--- src/rtl/avr_pkg.sv ---
// Shared definitions for the AVR fetch path: NOP encoding, default PC width
// and the program-counter source select used when forming the ROM address.
package avr_pkg;

    localparam int          PC_W_DEF = 16;
    localparam logic [15:0] NOP      = 16'h0000;

    typedef enum logic {
        PC_SRC_SEQ      = 1'b0,
        PC_SRC_REDIRECT = 1'b1
    } pc_src_e;

    // Occupancy counters need one extra bit so that "full" is representable.
    function automatic int level_width(input int depth);
        return $clog2(depth) + 1;
    endfunction

endpackage

--- src/rtl/avr_sync_fifo.sv ---
// Power-of-two synchronous FIFO with flush; flush wins over push and pop.
// The head entry is read combinationally so it is visible the cycle after it is written.
module avr_sync_fifo #(
    parameter int WIDTH = 32,
    parameter int DEPTH = 4
) (
    input  logic                     clk,
    input  logic                     rst,
    input  logic                     flush,
    input  logic                     push,
    input  logic [WIDTH-1:0]         push_data,
    input  logic                     pop,
    output logic [$clog2(DEPTH):0]   count,
    output logic [WIDTH-1:0]         head
);
    localparam int AW = $clog2(DEPTH);
    localparam int CW = AW + 1;

    logic [WIDTH-1:0] mem [DEPTH];
    logic [AW-1:0]    wr_q, wr_d, rd_q, rd_d;
    logic [CW-1:0]    count_q, count_d;
    logic             push_ok, pop_ok;

    always_comb begin
        push_ok = push;
        pop_ok  = pop && (count_q != '0);
        wr_d    = wr_q;
        rd_d    = rd_q;
        count_d = count_q;
        if (flush) begin
            push_ok = 1'b0;
            pop_ok  = 1'b0;
            wr_d    = '0;
            rd_d    = '0;
            count_d = '0;
        end else begin
            if (push_ok) wr_d = wr_q + AW'(1);
            if (pop_ok)  rd_d = rd_q + AW'(1);
            if (push_ok && !pop_ok)
                count_d = count_q + CW'(1);
            else if (!push_ok && pop_ok)
                count_d = count_q - CW'(1);
        end
    end

    always_ff @(posedge clk or posedge rst) begin
        if (rst) begin
            wr_q    <= '0;
            rd_q    <= '0;
            count_q <= '0;
        end else begin
            wr_q    <= wr_d;
            rd_q    <= rd_d;
            count_q <= count_d;
        end
    end

    // Storage carries no reset; stale contents are masked by the count downstream.
    always_ff @(posedge clk) begin
        if (push_ok)
            mem[wr_q] <= push_data;
    end

    assign count = count_q;
    assign head  = mem[rd_q];

endmodule

--- src/rtl/avr_prefetch.sv ---
// Instruction prefetch: sequential ROM reads tagged with their PC, buffered in a
// small FIFO and handed to the decoder; a redirect flushes and refetches at once.
module avr_prefetch
    import avr_pkg::*;
#(
    parameter int             DEPTH    = 4,
    parameter int             PC_W     = PC_W_DEF,
    parameter logic [PC_W-1:0] RESET_PC = '0
) (
    input  logic                     CLK,
    input  logic                     RST,
    input  logic                     redirect,
    input  logic [PC_W-1:0]          redirect_pc,
    output logic                     prog_req,
    output logic [PC_W-1:0]          prog_addr,
    input  logic [15:0]              prog_data,
    output logic [15:0]              instr,
    output logic [PC_W-1:0]          instr_pc,
    output logic                     instr_valid,
    input  logic                     instr_ready,
    output logic [$clog2(DEPTH):0]   level
);
    localparam int LW = level_width(DEPTH);

    logic [PC_W-1:0]    fetch_pc_q, fetch_pc_d;
    logic [PC_W-1:0]    inflight_pc_q, inflight_pc_d;
    logic               inflight_q, inflight_d;
    pc_src_e            pc_src;
    logic               issue;
    logic [LW:0]        occupancy;
    logic [LW-1:0]      count;
    logic [PC_W+15:0]   head;

    always_comb begin
        pc_src    = (redirect && !RST) ? PC_SRC_REDIRECT : PC_SRC_SEQ;
        // Counts the outstanding request but not a same-cycle pop: conservative by design.
        occupancy = {1'b0, count} + {{LW{1'b0}}, inflight_q};
        issue     = !RST && ((pc_src == PC_SRC_REDIRECT) || (occupancy < (LW+1)'(DEPTH)));
        prog_addr = (pc_src == PC_SRC_REDIRECT) ? redirect_pc : fetch_pc_q;
        prog_req  = issue;

        fetch_pc_d    = fetch_pc_q;
        inflight_pc_d = inflight_pc_q;
        inflight_d    = issue;
        if (issue) begin
            fetch_pc_d    = prog_addr + PC_W'(1);
            inflight_pc_d = prog_addr;
        end
    end

    always_ff @(posedge CLK or posedge RST) begin
        if (RST) begin
            fetch_pc_q    <= RESET_PC;
            inflight_pc_q <= RESET_PC;
            inflight_q    <= 1'b0;
        end else begin
            fetch_pc_q    <= fetch_pc_d;
            inflight_pc_q <= inflight_pc_d;
            inflight_q    <= inflight_d;
        end
    end

    avr_sync_fifo #(
        .WIDTH (PC_W + 16),
        .DEPTH (DEPTH)
    ) u_fifo (
        .clk       (CLK),
        .rst       (RST),
        .flush     (redirect),
        .push      (inflight_q && !redirect),
        .push_data ({inflight_pc_q, prog_data}),
        .pop       (instr_ready && !redirect),
        .count     (count),
        .head      (head)
    );

    always_comb begin
        instr_valid = (count != '0);
        instr       = instr_valid ? head[15:0] : NOP;
        instr_pc    = instr_valid ? head[PC_W+15:16] : '0;
        level       = count;
    end

endmodule
--- config.mk ---
export PLATFORM = sky130hd
export DESIGN_NAME = avr_prefetch
export DESIGN_NICKNAME = d
export VERILOG_FILES = /design/src/rtl/avr_pkg.sv /design/src/rtl/avr_sync_fifo.sv /design/src/rtl/avr_prefetch.sv
export SDC_FILE = /design/constraint.sdc
export NUM_CORES = 1
export LEC_CHECK = 0
export BUFFER_PORTS_ARGS = -buffer_cell sky130_fd_sc_hd__buf_2
export CAP_MARGIN = 20
export CELL_PAD_IN_SITES_DETAIL_PLACEMENT = 1
export CELL_PAD_IN_SITES_GLOBAL_PLACEMENT = 2
export CORE_MARGIN = 8
export CORE_UTILIZATION = 45
export CTS_CLUSTER_DIAMETER = 120
export DETAILED_ROUTE_END_ITERATION = 10
export PLACE_DENSITY = 0.9
export SYNTH_ARGS = -nofsm -noshare
export SYNTH_HDL_FRONTEND = slang
export SYNTH_SLANG_ARGS = --single-unit
--- constraint.sdc ---
create_clock -name CLK -period 4.9 [get_ports CLK]
set_input_delay 0.245 -clock CLK [delete_from_list [all_inputs] [get_ports CLK]]
set_output_delay 0.245 -clock CLK [all_outputs]
set_load 0.02 [all_outputs]
# Yosys cells after proc, flatten, opt, wreduce, memory -nomap -nowiden
# Memories as Yosys holds them, arrays and structs flattened.
# Index checks and enable logic that the tools add are counted.
# totals
register_bits	40
ram_bits	128
input_bits	36
mem_count	1
# memory_table
memory	depth	width	read_ports	rd_ports_with_merged_regs	wr	line	source
u_fifo.mem	4	32	1	0	1	avr_sync_fifo.sv:19	logic [WIDTH-1:0] mem [DEPTH];
# classes
addsub	6
magnitude_cmp	1
muxes	14
reduce_logical	16
# ops
op	n
$mux W16	3
$add A16 B1 Y16 const B	1
$mux W3	3
$mux W2	4
$logic_and A1 B1 Y1	7
$reduce_bool A3 Y1	2
$add A2 B1 Y2 const B	2
$add A3 B1 Y4	1
$logic_not A1 Y1	4
$lt A4 B3 Y1 const B	1
$mux W1	4
$reduce_bool A2 Y1	2
$add A3 B1 Y3 const B	1
$sub A3 B1 Y3 const B	1
$logic_or A1 B1 Y1	1

# Logic depth before layout (Yosys ltp)
# Gate-level depths: netlist (run 1).
# logic_depth
ltp_word	7
mapped_depth	11

# By module
# From an unflattened synthesis (run 1), not the netlist that was laid out.
# unflattened
cells_unflattened	482
area_unflattened_um2	7394.6
# modules_own_cells
module	instances	cells_per_inst	area_each_um2	seq_area_each_um2
avr_sync_fifo	1	223	5146.2	4018.9
avr_prefetch	1	259	2248.4	825.8

# Worst setup path after synthesis (run 1)
# Ideal clock, no wire load.
# synth_path
path_kind	in2reg
startpoint	in RST
endpoint	reg fetch_pc_q[14]
setup_ps	69
arrival_time_ps	2779
setup_slack_ps	2052
path_stages	11
n_path_buf	3
path_cell_list	and2b_1 -> buf_6 -> clkbuf_1 -> nand2_1 -> nand2_1 -> ha_1 -> o211ai_1 -> or4_1 -> buf_2 -> or4_1 -> nand3_1
# synth_between
elab_chain_cells	5
word_cells_on_any_way	7
# synth_rtl
item	line	source
start: declaration	avr_prefetch.sv:11	input logic RST,
$logic_not A1 Y1 (no source line)	--	
$logic_and A1 B1 Y1	avr_prefetch.sv:35	pc_src = (redirect && !RST) ? PC_SRC_REDIRECT : PC_SRC_SEQ;
$mux W1	avr_prefetch.sv:35	
$mux W16	avr_prefetch.sv:39	prog_addr = (pc_src == PC_SRC_REDIRECT) ? redirect_pc : fetch_pc_q;
net prog_addr[1]	avr_prefetch.sv:15	output logic [PC_W-1:0] prog_addr,
$add A16 B1 Y16	avr_prefetch.sv:46	fetch_pc_d = prog_addr + PC_W'(1);
end signal: assignment	avr_prefetch.sv:57	fetch_pc_q <= fetch_pc_d;
end: declaration	avr_prefetch.sv:25	logic [PC_W-1:0] fetch_pc_q, fetch_pc_d;
# The timed path passes the listed nets, and every way through them passes these cells.
# A chain may end at the register's enable or synchronous reset.

# Final worst setup path (run 1)
# layout_path
startpoint	in redirect
endpoint	reg fetch_pc_q[14]
# layout_between
elab_chain_cells	4
word_cells_on_any_way	6
# layout_rtl
item	line	source
start: declaration	avr_prefetch.sv:12	input logic redirect,
$logic_and A1 B1 Y1 *	avr_prefetch.sv:35	
$mux W1 *	avr_prefetch.sv:35	
$mux W16 or $logic_or A1 B1 Y1 (tied branches)	avr_prefetch.sv:39, avr_prefetch.sv:38	
$add A16 B1 Y16 or $logic_and A1 B1 Y1 (tied branches)	avr_prefetch.sv:46, avr_prefetch.sv:38	
# Mark *: on every way between the ends. The rest lies on a longest branch, timed or not.

==> metrics.csv, run 1 <==
stage;metric;value;unit
setup_path;crit_type;input pin to flip-flop;
clock_tree;cts.sinks;168;
place;io_buffers;88;
die;die_w;142;µm
power_and_ir_drop;clkPwrFrac;29.5;%
routing;ant_nets;0;
final_layout;drive_above_1_share;30.7;%
synthesis;synth_seq_cells;168;
clock_tree;path_clk_slew;0.06;ns
clock_tree;root_buffer;clkbuf_16;
synthesis;synth_flop_cell;edfxtp_1;
sta;holdWs;-0.0112;ns
sta;finalSetupViolCount;0;
final_layout;fin_nets;584;
status;violations;hold timing;
sta;rsz0062_at_grt;false;
sta;fin_crit_sh;61.7;%
routing;first_pass_iters;4;
routing;avgRoutedWirePerCell;21.2;µm
power_and_ir_drop;p_int;3270;µW
routing;vias_per_cell;5.35;
setup_path;cp_max_fo;19;
synthesis;ys_top_cells_by_area;edfxtp_1 54%, dfrtp_1 14%, mux4_2 10%, and2_1 3.4%, nand2_1 1.9%;
synthesis;yosys.area.top_type;edfxtp_1;
synthesis;netlist_area;7090;µm²
synthesis;netlist_top_cells_count;128 x edfxtp_1, 40 x dfrtp_1, 38 x and2_1;
synthesis;yosysMostFrequentCell;edfxtp_1;
place;place_area;7780;µm²
power_and_ir_drop;vdd_drop_max;0.256;mV
sta;slew_headroom;42.4;%
sta;setup_tns;0;ns
clock_tree;h-tree-depth;4;
clock_tree;cts_buffers;17;
global_route;grtUsageTotal;17.1;%
clock_tree;post_cts_buffers;0;
power_and_ir_drop;combPwrFrac;30.0;%
clock_tree;clk_path_buf_depth;2;
setup_path;crit_path_start;redirect;
sta;fmax;0.331;GHz
global_route;grt_max_degree;43;
place;gp_congestion;0.800;
setup_path;startpoint_type;input pin;
die;initial_core_util;45.3;%
synthesis;synthesis.nets;492;
sta;finalHoldViolCount;16;
setup_path;r2r_cells;9;
synthesis;yosys_warnings;0;
clock_tree;clock_latency;0.43;ns
routing;via_count;4112;
status;outcome;finished with violations;
sta;final_max_slew_viol_count;0;
sta;min_period;3.02;ns
synthesis;synth-async-reset-ratio;23.8;%
final_layout;area_delta_synth_final;18.6;%
die;rows;46;
synthesis;synth_top_area_share;54.2;%
global_route;grt_antenna_before_repair;0;
flow_run;maxCapViolCount;0;
power_and_ir_drop;switching_share;32.9;%
final_layout;fin_area;8410;µm²
setup_path;cp-end-kind;flip-flop;
synthesis;synth-edff-count;128;
min_path;hold_class;input pin to asynchronous set/reset pin;
synthesis;avgSynthCellArea;15.8;µm²
setup_path;reg2reg_to;u_fifo.count[2];
setup_path;required;5.26;ns
global_route;grt.overflow.total;0;
final_layout;n_antenna_cell;0;
power_and_ir_drop;p_leak;0.00322;µW
setup_path;cp.arrival;3.39;ns
die;ios;89;
routing;drc;0;
synthesis;syn_inst;450;
die;core_area;15700;µm²
global_route;grt_pass1_vias;4563;
global_route;grt_pass1_wl;25800;µm
place;dpl.hpwl;10500;µm
clock_tree;cts_tree;done;
sta;worst_pin_slew;0.863;ns
setup_path;r2r_start;u_fifo.count[2];
routing;wl;16300;µm
power_and_ir_drop;seq_power_share;40.6;%
power_and_ir_drop;power_density;580;nW/µm²
setup_path;r2r_setup_slack;2.50;ns
die;dieArea;20000;µm²
clock_tree;cts_resized;0;
synthesis;ys_types;47;
synthesis;synth_seq_area_share;68.3;%
clock_tree;holdBufCountCts;0;
routing;drtIter0Drc;248;
power_and_ir_drop;switchingPower;1600;µW
sta;clock_skew;0.00423;ns
die;dieHeight;142;µm
-- flip-flops by register name, summed over array words and instances, names as in the netlist --
name and cells:
u_fifo.rd_q 2, u_fifo.count 3, u_fifo.mem 128, fetch_pc_q 16, inflight_pc_q 16, u_fifo.wr_q 2
inflight_q 1
-- critical path, stage by stage --
cell      delay, ns
buf_2          0.27
and2b_1        0.75
mux2_2         0.38
ha_1           0.24
o211ai_1       0.15
or4_1          0.72
or4_1          0.52
nand3_1        0.10
-- power groups by stage --
| stage | clock network [µW] | logic (µW) | registers [µW] |
|---|---|---|---|
| floorplan | 0 | 1030 | 1930 |
| global placement | 0 | 1450 | 1980 |
| detailed placement | 0 | 1490 | 2000 |
| CTS | 1460 | 1500 | 1980 |
| global route | 1500 | 1600 | 2010 |
| finish | 1440 | 1460 | 1980 |
-- cells in the final DEF, fill, tap and decap left out, types with 3 or more instances in the layout --
cell type | synthesis | final
and2_1 | 38 | 38
mux4_2 | 32 | 32
inv_1 | 17 | 17
nand3_1 | 9 | 9
o21ai_0 | 16 | 15
nor2b_1 | 5 | 5
clkinv_4 | 0 | 3
edfxtp_1 | 128 | 128
nor3_1 | 3 | 3
clkbuf_16 | 0 | 17
and3_1 | 3 | 3
buf_4 | 0 | 9
dfrtp_1 | 40 | 39
or4_1 | 6 | 6
a21o_1 | 6 | 6
o31a_1 | 3 | 3
a31oi_1 | 5 | 5
ha_1 | 5 | 5
xnor2_1 | 5 | 5
o31ai_1 | 4 | 4
mux2_2 | 8 | 8
nor2_1 | 15 | 15
nand2_1 | 35 | 35
buf_2 | 3 | 88
mux2i_1 | 13 | 13
bufinv_16 | 0 | 5
-- through the flow --
step           instances  hold slack (ns)  total power (µW)  util [%]  setup slack (ns)
2_1_floorplan        450            0.344              2960         -              2.05
3_3_place_gp         739            0.450              3430      49.7              1.59
3_5_place_dp         739            0.467              3490      49.7              1.47
4_1_cts              769          0.00211              4940      53.7              1.92
5_1_grt              769           0.0291              5100      53.7              1.74
6_report             769          -0.0112              4880      53.7              1.88
-- how the worst max path moves through the flow --
stage                          end  slack, ns  cells after the start
floorplan           fetch_pc_q[14]       2.05                     11
global placement    fetch_pc_q[14]       1.59                      8
detailed placement  fetch_pc_q[14]       1.47                      8
CTS                 fetch_pc_q[14]       1.92                      8
global route        fetch_pc_q[12]       1.74                      8
finish              fetch_pc_q[14]       1.88                      8
-- logic make-up (layout without fill, tap and decap cells) --
family | count (synthesis) | in the layout | synth area share [%]
AO/OA/AOI/OAI | 48 | 48 | 4.54
XOR/XNOR | 7 | 7 | 0.865
adder cells (fa/ha/maj) | 6 | 6 | 1.16
buffers and inverters | 41 | 144 | 2.33
flip-flops | 168 | 168 | 68.3
multiplexers | 53 | 53 | 13.3
AND/OR/NAND/NOR | 127 | 127 | 9.51
-- per-layer routing --
metal	vias to the layer above	track usage (%)	wire length (µm)
met3	17	5.21	868
met5	-	0	0
li1	1873	-	-
met2	108	28.1	7850
met1	2114	21.2	7380
met4	0	5.54	217
-- final cells by class --
cell class | count | area (µm²)
Clock inverter | 13 | 205
Timing Repair Buffer | 97 | 508
Clock buffer | 17 | 425
Fill cell | 1545 | 7240
Sequential cell | 168 | 4850
Inverter | 17 | 63.8
Tap cell | 216 | 270
Multi-Input combinational cell | 241 | 2090
No activity file was read; power rests on OpenSTA's default activity.
==> run 2: changes to the inputs <==
--- a/config.mk
+++ b/config.mk
@@ -10,10 +10,10 @@
 export CELL_PAD_IN_SITES_DETAIL_PLACEMENT = 1
 export CELL_PAD_IN_SITES_GLOBAL_PLACEMENT = 2
 export CORE_MARGIN = 8
-export CORE_UTILIZATION = 45
+export CORE_UTILIZATION = 38
 export CTS_CLUSTER_DIAMETER = 120
 export DETAILED_ROUTE_END_ITERATION = 10
-export PLACE_DENSITY = 0.9
+export PLACE_DENSITY = 0.81
 export SYNTH_ARGS = -nofsm -noshare
 export SYNTH_HDL_FRONTEND = slang
 export SYNTH_SLANG_ARGS = --single-unit
==> constraint.sdc (replaced) <==
create_clock -name CLK -period 2.6 [get_ports CLK]
set_input_delay 0.13 -clock CLK [delete_from_list [all_inputs] [get_ports CLK]]
set_output_delay 0.13 -clock CLK [all_outputs]
set_load 0.02 [all_outputs]
==> run 2 against run 1 <==
The flow now finishes without violations. Utilization decreased by 7.2 points. Highest routed layer unchanged. Cell count increased by 5.7%. Clock skew increased by 0.0035 ns. Largest power group unchanged. Critical endpoint unchanged. Largest cell class unchanged. Total power increased by 83%. First-iteration DRC count increased by 2.0%. Flip-flop and latch count unchanged.
==> metrics.csv, run 2 (synthesis results as in run 1) <==
stage;metric;value;unit;change
routing;drc;0;;unchanged
setup_path;crit_type;input pin to flip-flop;;
sta;finalSetupViolCount;0;;unchanged
final_layout;largest_reg_flops;128;;unchanged
final_layout;top_regs;u_fifo.mem x128, fetch_pc_q x16, inflight_pc_q x16;;
final_layout;final_util;46.5;%;-7.2 points
global_route;grtUsageTotal;14.1;%;-3.0 points
setup_path;reg2reg_to;fetch_pc_q[14];;
place;post-place-cells;764;;+3.4%
final_layout;drive_above_1_share;31.1;%;+0.35 points
routing;avgRoutedWirePerCell;19.6;µm;-7.5%
clock_tree;cts_tree;done;;
power_and_ir_drop;switching_share;34.9;%;+2.0 points
clock_tree;cts.sinks;168;;unchanged
power_and_ir_drop;seq_power_share;41.9;%;+1.3 points
final_layout;area_delta_synth_final;21.5;%;
routing;first_pass_iters;5;;+1
min_path;min_to;u_fifo.count[2];;
clock_tree;path_clk_slew;0.06;ns;about the same
setup_path;cp-end-kind;flip-flop;;
min_path;holdPathStages;3;;
routing;wl;15900;µm;-2.2%
sta;fmax;0.404;GHz;
global_route;grt_max_degree;41;;-4.7%
die;dieHeight;153;µm;+7.8%
final_layout;largest-register;u_fifo.mem;;
setup_path;cp_num_buf_inv;2;;+1
final_layout;fin_nets;608;;+4.1%
sta;finalHoldViolCount;0;;-16
routing;vias_per_cell;5.14;;-3.8%
clock_tree;clock_latency;0.43;ns;about the same
min_path;min_from;instr_ready;;
power_and_ir_drop;clkPwrFrac;26.6;%;-2.9 points
setup_path;cp_max_fo;9;;-10
status;outcome;finished, final reports clean;;
setup_path;required;2.96;ns;-2.30 ns
setup_path;path_cells;dlygate4sd3_1 -> buf_2 -> and2b_1 -> mux2_2 -> ha_1 -> o211ai_1 -> or4_4 -> or4_1 -> nand3_1;;
power_and_ir_drop;p_int;5810;µW;+78%
power_and_ir_drop;switchingPower;3110;µW;+94%
clock_tree;post_cts_buffers;0;;unchanged
die;die_w;153;µm;+7.8%
place;dpl.hpwl;10800;µm;+2.3%
setup_path;r2r_start;fetch_pc_q[1];;
routing;drtIter0Drc;253;;+2.0%
power_and_ir_drop;p_leak;0.00330;µW;+2.4%
sta;min_period;2.48;ns;
setup_path;r2r_setup_slack;0.40;ns;-2.10 ns
die;dieArea;23300;µm²;+16%
die;rows;50;;+8.7%
clock_tree;h-tree-depth;4;;unchanged
final_layout;final_common_cell;edfxtp_1;;
clock_tree;root_buffer;clkbuf_16;;
final_layout;stdcell_count;813;;+5.7%
sta;worst_pin_slew;0.740;ns;-0.124 ns
routing;ant_nets;0;;unchanged
power_and_ir_drop;power_density;1040;nW/µm²;+79%
sta;slew_headroom;50.6;%;+8.2 points
sta;clock_skew;0.00773;ns;+0.00350 ns
setup_path;crit_slowest_cell;or4_4;;
global_route;grt.overflow.total;0;;unchanged
die;core_area;18500;µm²;+18%
place;gp_congestion;0.804;;+0.40%
routing;via_count;4180;;+1.7%
clock_tree;clk_path_buf_depth;2;;unchanged
setup_path;startpoint_type;input pin;;
sta;final_max_slew_viol_count;0;;unchanged
die;ios;89;;unchanged
place;io_buffers;88;;unchanged
clock_tree;cts_buffers;17;;unchanged
final_layout;final_cell_mix;128 x edfxtp_1, 88 x buf_2, 39 x dfrtp_1;;
power_and_ir_drop;combPwrFrac;31.4;%;+1.4 points
global_route;grt_pass1_vias;4628;;+1.4%
sta;setup_tns;0;ns;unchanged
final_layout;n_antenna_cell;0;;unchanged
sta;rsz0062_at_grt;false;;
min_path;hold_class;input pin to flip-flop;;
setup_path;r2r_cells;7;;-2
setup_path;cp.arrival;2.84;ns;-0.55 ns
global_route;grt_antenna_before_repair;0;;unchanged
die;initial_core_util;38.3;%;-7.0 points
flow_run;maxCapViolCount;0;;unchanged
global_route;grt_pass1_wl;25900;µm;+0.32%
setup_path;cpLargestDelayFamily;simple AND/OR/NAND/NOR gates;;
sta;fin_crit_sh;95.2;%;
setup_path;slowest_delay;0.63;ns;-0.12 ns
power_and_ir_drop;vdd_drop_max;0.444;mV;+73%
run 2: cell types whose count changed in the layout (fill, tap and decap cells not counted), moves of 2 or more:
cell,previous run,this run
dlygate4sd3_1,0,17
buf_4,9,14
bufinv_16,5,0
inv_6,0,4
inv_8,0,3
buf_12,0,2
clkinv_2,2,0
run 2: stage by stage:
stage	cell area [µm²]	total power [µW]	hold slack, ns	setup slack [ns]
floorplan	7090	5580	0.229	0.0273
global placement	7880	6540	0.345	0.199
detailed placement	7880	6630	0.357	0.127
CTS	8610	9070	0.0370	0.0383
global route	8620	9420	0.0722	0.00809
finish	8620	8920	0.0618	0.124
run 2: layer usage:
layer  GRT usage [%]  up-vias  part of all wire (%)
met3            4.03       11                   4.4
met5               0        -                     0
met1            18.7     2138                    48
li1                -     1929                     -
met4            4.24        0                   1.1
met2            22.2      102                    46
run 2: power by group through the flow:
stage	clock (µW)	sequential [µW]	combinational [µW]
after floorplan	0	3650	1930
after global placement	0	3750	2790
after detailed placement	0	3800	2840
after CTS	2450	3750	2870
after global routing	2560	3800	3070
final	2380	3740	2810
run 2: tightest hold or removal path, stage by stage:
cell and delay (ns):
buf_2 0.13, a221o_1 0.15, nor2_1 0.04
run 2: how the worst max path moves through the flow:
stage	start	end	slack [ns]	cells past startpoint
floorplan	RST	fetch_pc_q[14]	0.03	11
global placement	RST	fetch_pc_q[14]	0.20	8
detailed placement	RST	fetch_pc_q[14]	0.13	8
CTS	RST	fetch_pc_q[14]	0.04	9
global route	RST	fetch_pc_q[14]	0.008	9
finish	RST	fetch_pc_q[14]	0.12	9
run 2: area by class of cell:
class / instances / area, µm²
Timing Repair Buffer: 121 / 756
Multi-Input combinational cell: 241 / 2100
Fill cell: 1837 / 9900
Inverter: 17 / 63.8
Clock buffer: 18 / 429
Clock inverter: 14 / 134
Tap cell: 234 / 293
Sequential cell: 168 / 4850
run 2: what timing repair did:
action                                  CTS  global route
resized for setup                         0             1
hold buffers                             17             0
endpoints found under the setup margin    0             4
hold endpoints to repair                 65             0
==> run 3: changes to the inputs <==
--- a/config.mk
+++ b/config.mk
@@ -9,7 +9,8 @@
 export CAP_MARGIN = 20
 export CELL_PAD_IN_SITES_DETAIL_PLACEMENT = 1
 export CELL_PAD_IN_SITES_GLOBAL_PLACEMENT = 2
-export CORE_MARGIN = 8
+export CORE_ASPECT_RATIO = 0.75
+export CORE_MARGIN = 5
 export CORE_UTILIZATION = 38
 export CTS_CLUSTER_DIAMETER = 120
 export DETAILED_ROUTE_END_ITERATION = 10
==> run 3 against run 2 <==
Register-to-register slack lost 0.10 ns. Sequential power is essentially flat. Design area shrank 0.10%. Routed wire length shrank 0.12%. Clock skew grew 0.0048 ns. Cell count grew 2.0%. Clock power shrank 5%. Worst hold slack gained 0.0011 ns. Largest cell class unchanged. Highest routed layer unchanged.
==> metrics.csv, run 3 (synthesis results as in run 1) <==
stage;metric;value;unit;change
sta;final_max_slew_viol_count;0;;unchanged
clock_tree;cts_resized;0;;unchanged
place;place_area;7910;µm²;+0.33%
routing;vias_per_cell;5.12;;-0.41%
power_and_ir_drop;power_density;1030;nW/µm²;-0.94%
die;core_area;18400;µm²;-0.64%
clock_tree;path_clk_slew;0.07;ns;about the same
final_layout;drive_above_1_share;30.8;%;-0.33 points
die;die_w;168;µm;+9.9%
clock_tree;cts_tree;done;;
place;dp_slack;0.0737;ns;-0.0534 ns
sta;clock_skew;0.0125;ns;+0.00480 ns
routing;wl;15900;µm;-0.12%
sta;slew_headroom;55.6;%;+4.9 points
place;gp_congestion;0.821;;+2.1%
global_route;grt.overflow.total;0;;unchanged
sta;fin_crit_sh;88.6;%;-6.7 points
sta;min_period;2.30;ns;-0.173 ns
die;dieArea;21500;µm²;-7.6%
global_route;grt_max_degree;41;;unchanged
final_layout;largest-register;u_fifo.mem;;
global_route;grt_pass1_wl;25500;µm;-1.7%
setup_path;crit_type;flip-flop to output port;;
sta;finalSetupViolCount;0;;unchanged
sta;rsz0062_at_grt;false;;
sta;finalHoldViolCount;0;;unchanged
clock_tree;clock_latency;0.42;ns;about the same
clock_tree;root_buffer;clkbuf_16;;
sta;layout_setup_ws;0.297;ns;+0.173 ns
final_layout;fin_nets;611;;+0.49%
power_and_ir_drop;vdd_drop_max;0.521;mV;+17%
setup_path;cp_max_fo;26;;+17
global_route;grt_pass1_vias;4557;;-1.5%
routing;drtIter0Drc;269;;+6.3%
flow_run;maxCapViolCount;0;;unchanged
place;dpl.hpwl;10600;µm;-1.8%
place;io_buffers;88;;unchanged
final_layout;n_antenna_cell;0;;unchanged
die;initial_core_util;38.5;%;+0.24 points
setup_path;required;2.47;ns;-0.49 ns
clock_tree;clk_path_buf_depth;2;;unchanged
final_layout;final_common_cell;edfxtp_1;;
routing;ant_nets;0;;unchanged
min_path;hold_class;input pin to flip-flop;;
routing;first_pass_iters;4;;-1
routing;drc;0;;unchanged
routing;avgRoutedWirePerCell;19.2;µm;-2.0%
final_layout;final_cell_mix;128 x edfxtp_1, 88 x buf_2, 39 x dfrtp_1;;
final_layout;top_regs;u_fifo.mem x128, fetch_pc_q x16, inflight_pc_q x16;;
clock_tree;h-tree-depth;4;;unchanged
global_route;grt_antenna_before_repair;0;;unchanged
die;dieHeight;128;µm;-16%
status;outcome;finished, final reports clean;;
clock_tree;cts.sinks;168;;unchanged
setup_path;startpoint_type;flip-flop;;
power_and_ir_drop;p_leak;0.00330;µW;about the same
clock_tree;cts_buffers;17;;unchanged
setup_path;cp-end-kind;output port;;
sta;fmax;0.434;GHz;+7.5%
die;rows;43;;-14%
routing;via_count;4245;;+1.6%
die;ios;89;;unchanged
setup_path;cp.arrival;2.17;ns;-0.67 ns
sta;worst_pin_slew;0.666;ns;-0.0739 ns
global_route;grtUsageTotal;15.6;%;+1.4 points
final_layout;largest_reg_flops;128;;unchanged
final_layout;fin_area;8610;µm²;-0.10%
sta;setup_tns;0;ns;unchanged
final_layout;area_delta_synth_final;21.4;%;
final_layout;final_util;46.8;%;+0.25 points
[run 3: cell count changes in the layout (fill, tap and decap cells not counted), sizes merged]
cell	before	now
clkbuf	18	19
inv	24	20
clkinvlp	3	2
clkinv	4	8
buf	104	107
[run 3: final cells by class]
cell class / instances / area [µm²]
Sequential cell: 168 / 4850
Clock buffer: 19 / 433
Multi-Input combinational cell: 241 / 2090
Timing Repair Buffer: 124 / 766
Tap cell: 247 / 309
Clock inverter: 13 / 98.8
Fill cell: 1868 / 9790
Inverter: 17 / 63.8
[run 3: repair_timing]
item                                   CTS  global route
endpoints found under the hold margin  104             0
hold buffers                            17             0
buffers inserted                         0             0
[run 3: where the power goes]
group / leakage, µW / internal [µW] / switching [µW] / total (µW)
registers: 0.00167 / 3380 / 356 / 3740
logic: 0.00137 / 1170 / 1650 / 2820
clock network: 0.000256 / 1230 / 1040 / 2270
[run 3: metal layers]
layer | GRT usage, % | up-vias | share of wire (%)
li1 | - | 1939 | -
met1 | 22.3 | 2157 | 47
met2 | 23.1 | 140 | 45
met3 | 4.56 | 9 | 6.7
met4 | 4.77 | 0 | 0.83
met5 | 0 | - | 0
[run 3: worst max-delay path: stages (launching register included)]
cell and delay (ns):
dfrtp_2 0.57, buf_12 0.28, mux4_2 0.53, and2_1 0.19
buf_2 0.16
[run 3: path summary, 6_finish.rpt]
path                                startpoint               to  slack, ns  depth (start not counted)
worst min-delay path               instr_ready  u_fifo.count[2]       0.06                          3
min in group asynchronous                  RST  u_fifo.count[1]       0.52                          4
max in group asynchronous                  RST   u_fifo.rd_q[0]       1.70                          4
worst min register to register   fetch_pc_q[0]    fetch_pc_q[0]       0.50                          2
worst max-delay path            u_fifo.rd_q[0]      instr_pc[9]       0.30                          4
worst max register to register   fetch_pc_q[1]   fetch_pc_q[14]       0.30                          7
[run 3: stage by stage]
stage | std cells | hold WS, ns | total power, µW
3_5_place_dp | 780 | 0.349 | 6650
3_3_place_gp | 780 | 0.343 | 6540
6_report | 829 | 0.0629 | 8830
4_1_cts | 829 | 0.0355 | 8970
5_1_grt | 829 | 0.0691 | 9360
2_1_floorplan | 450 | 0.229 | 5580
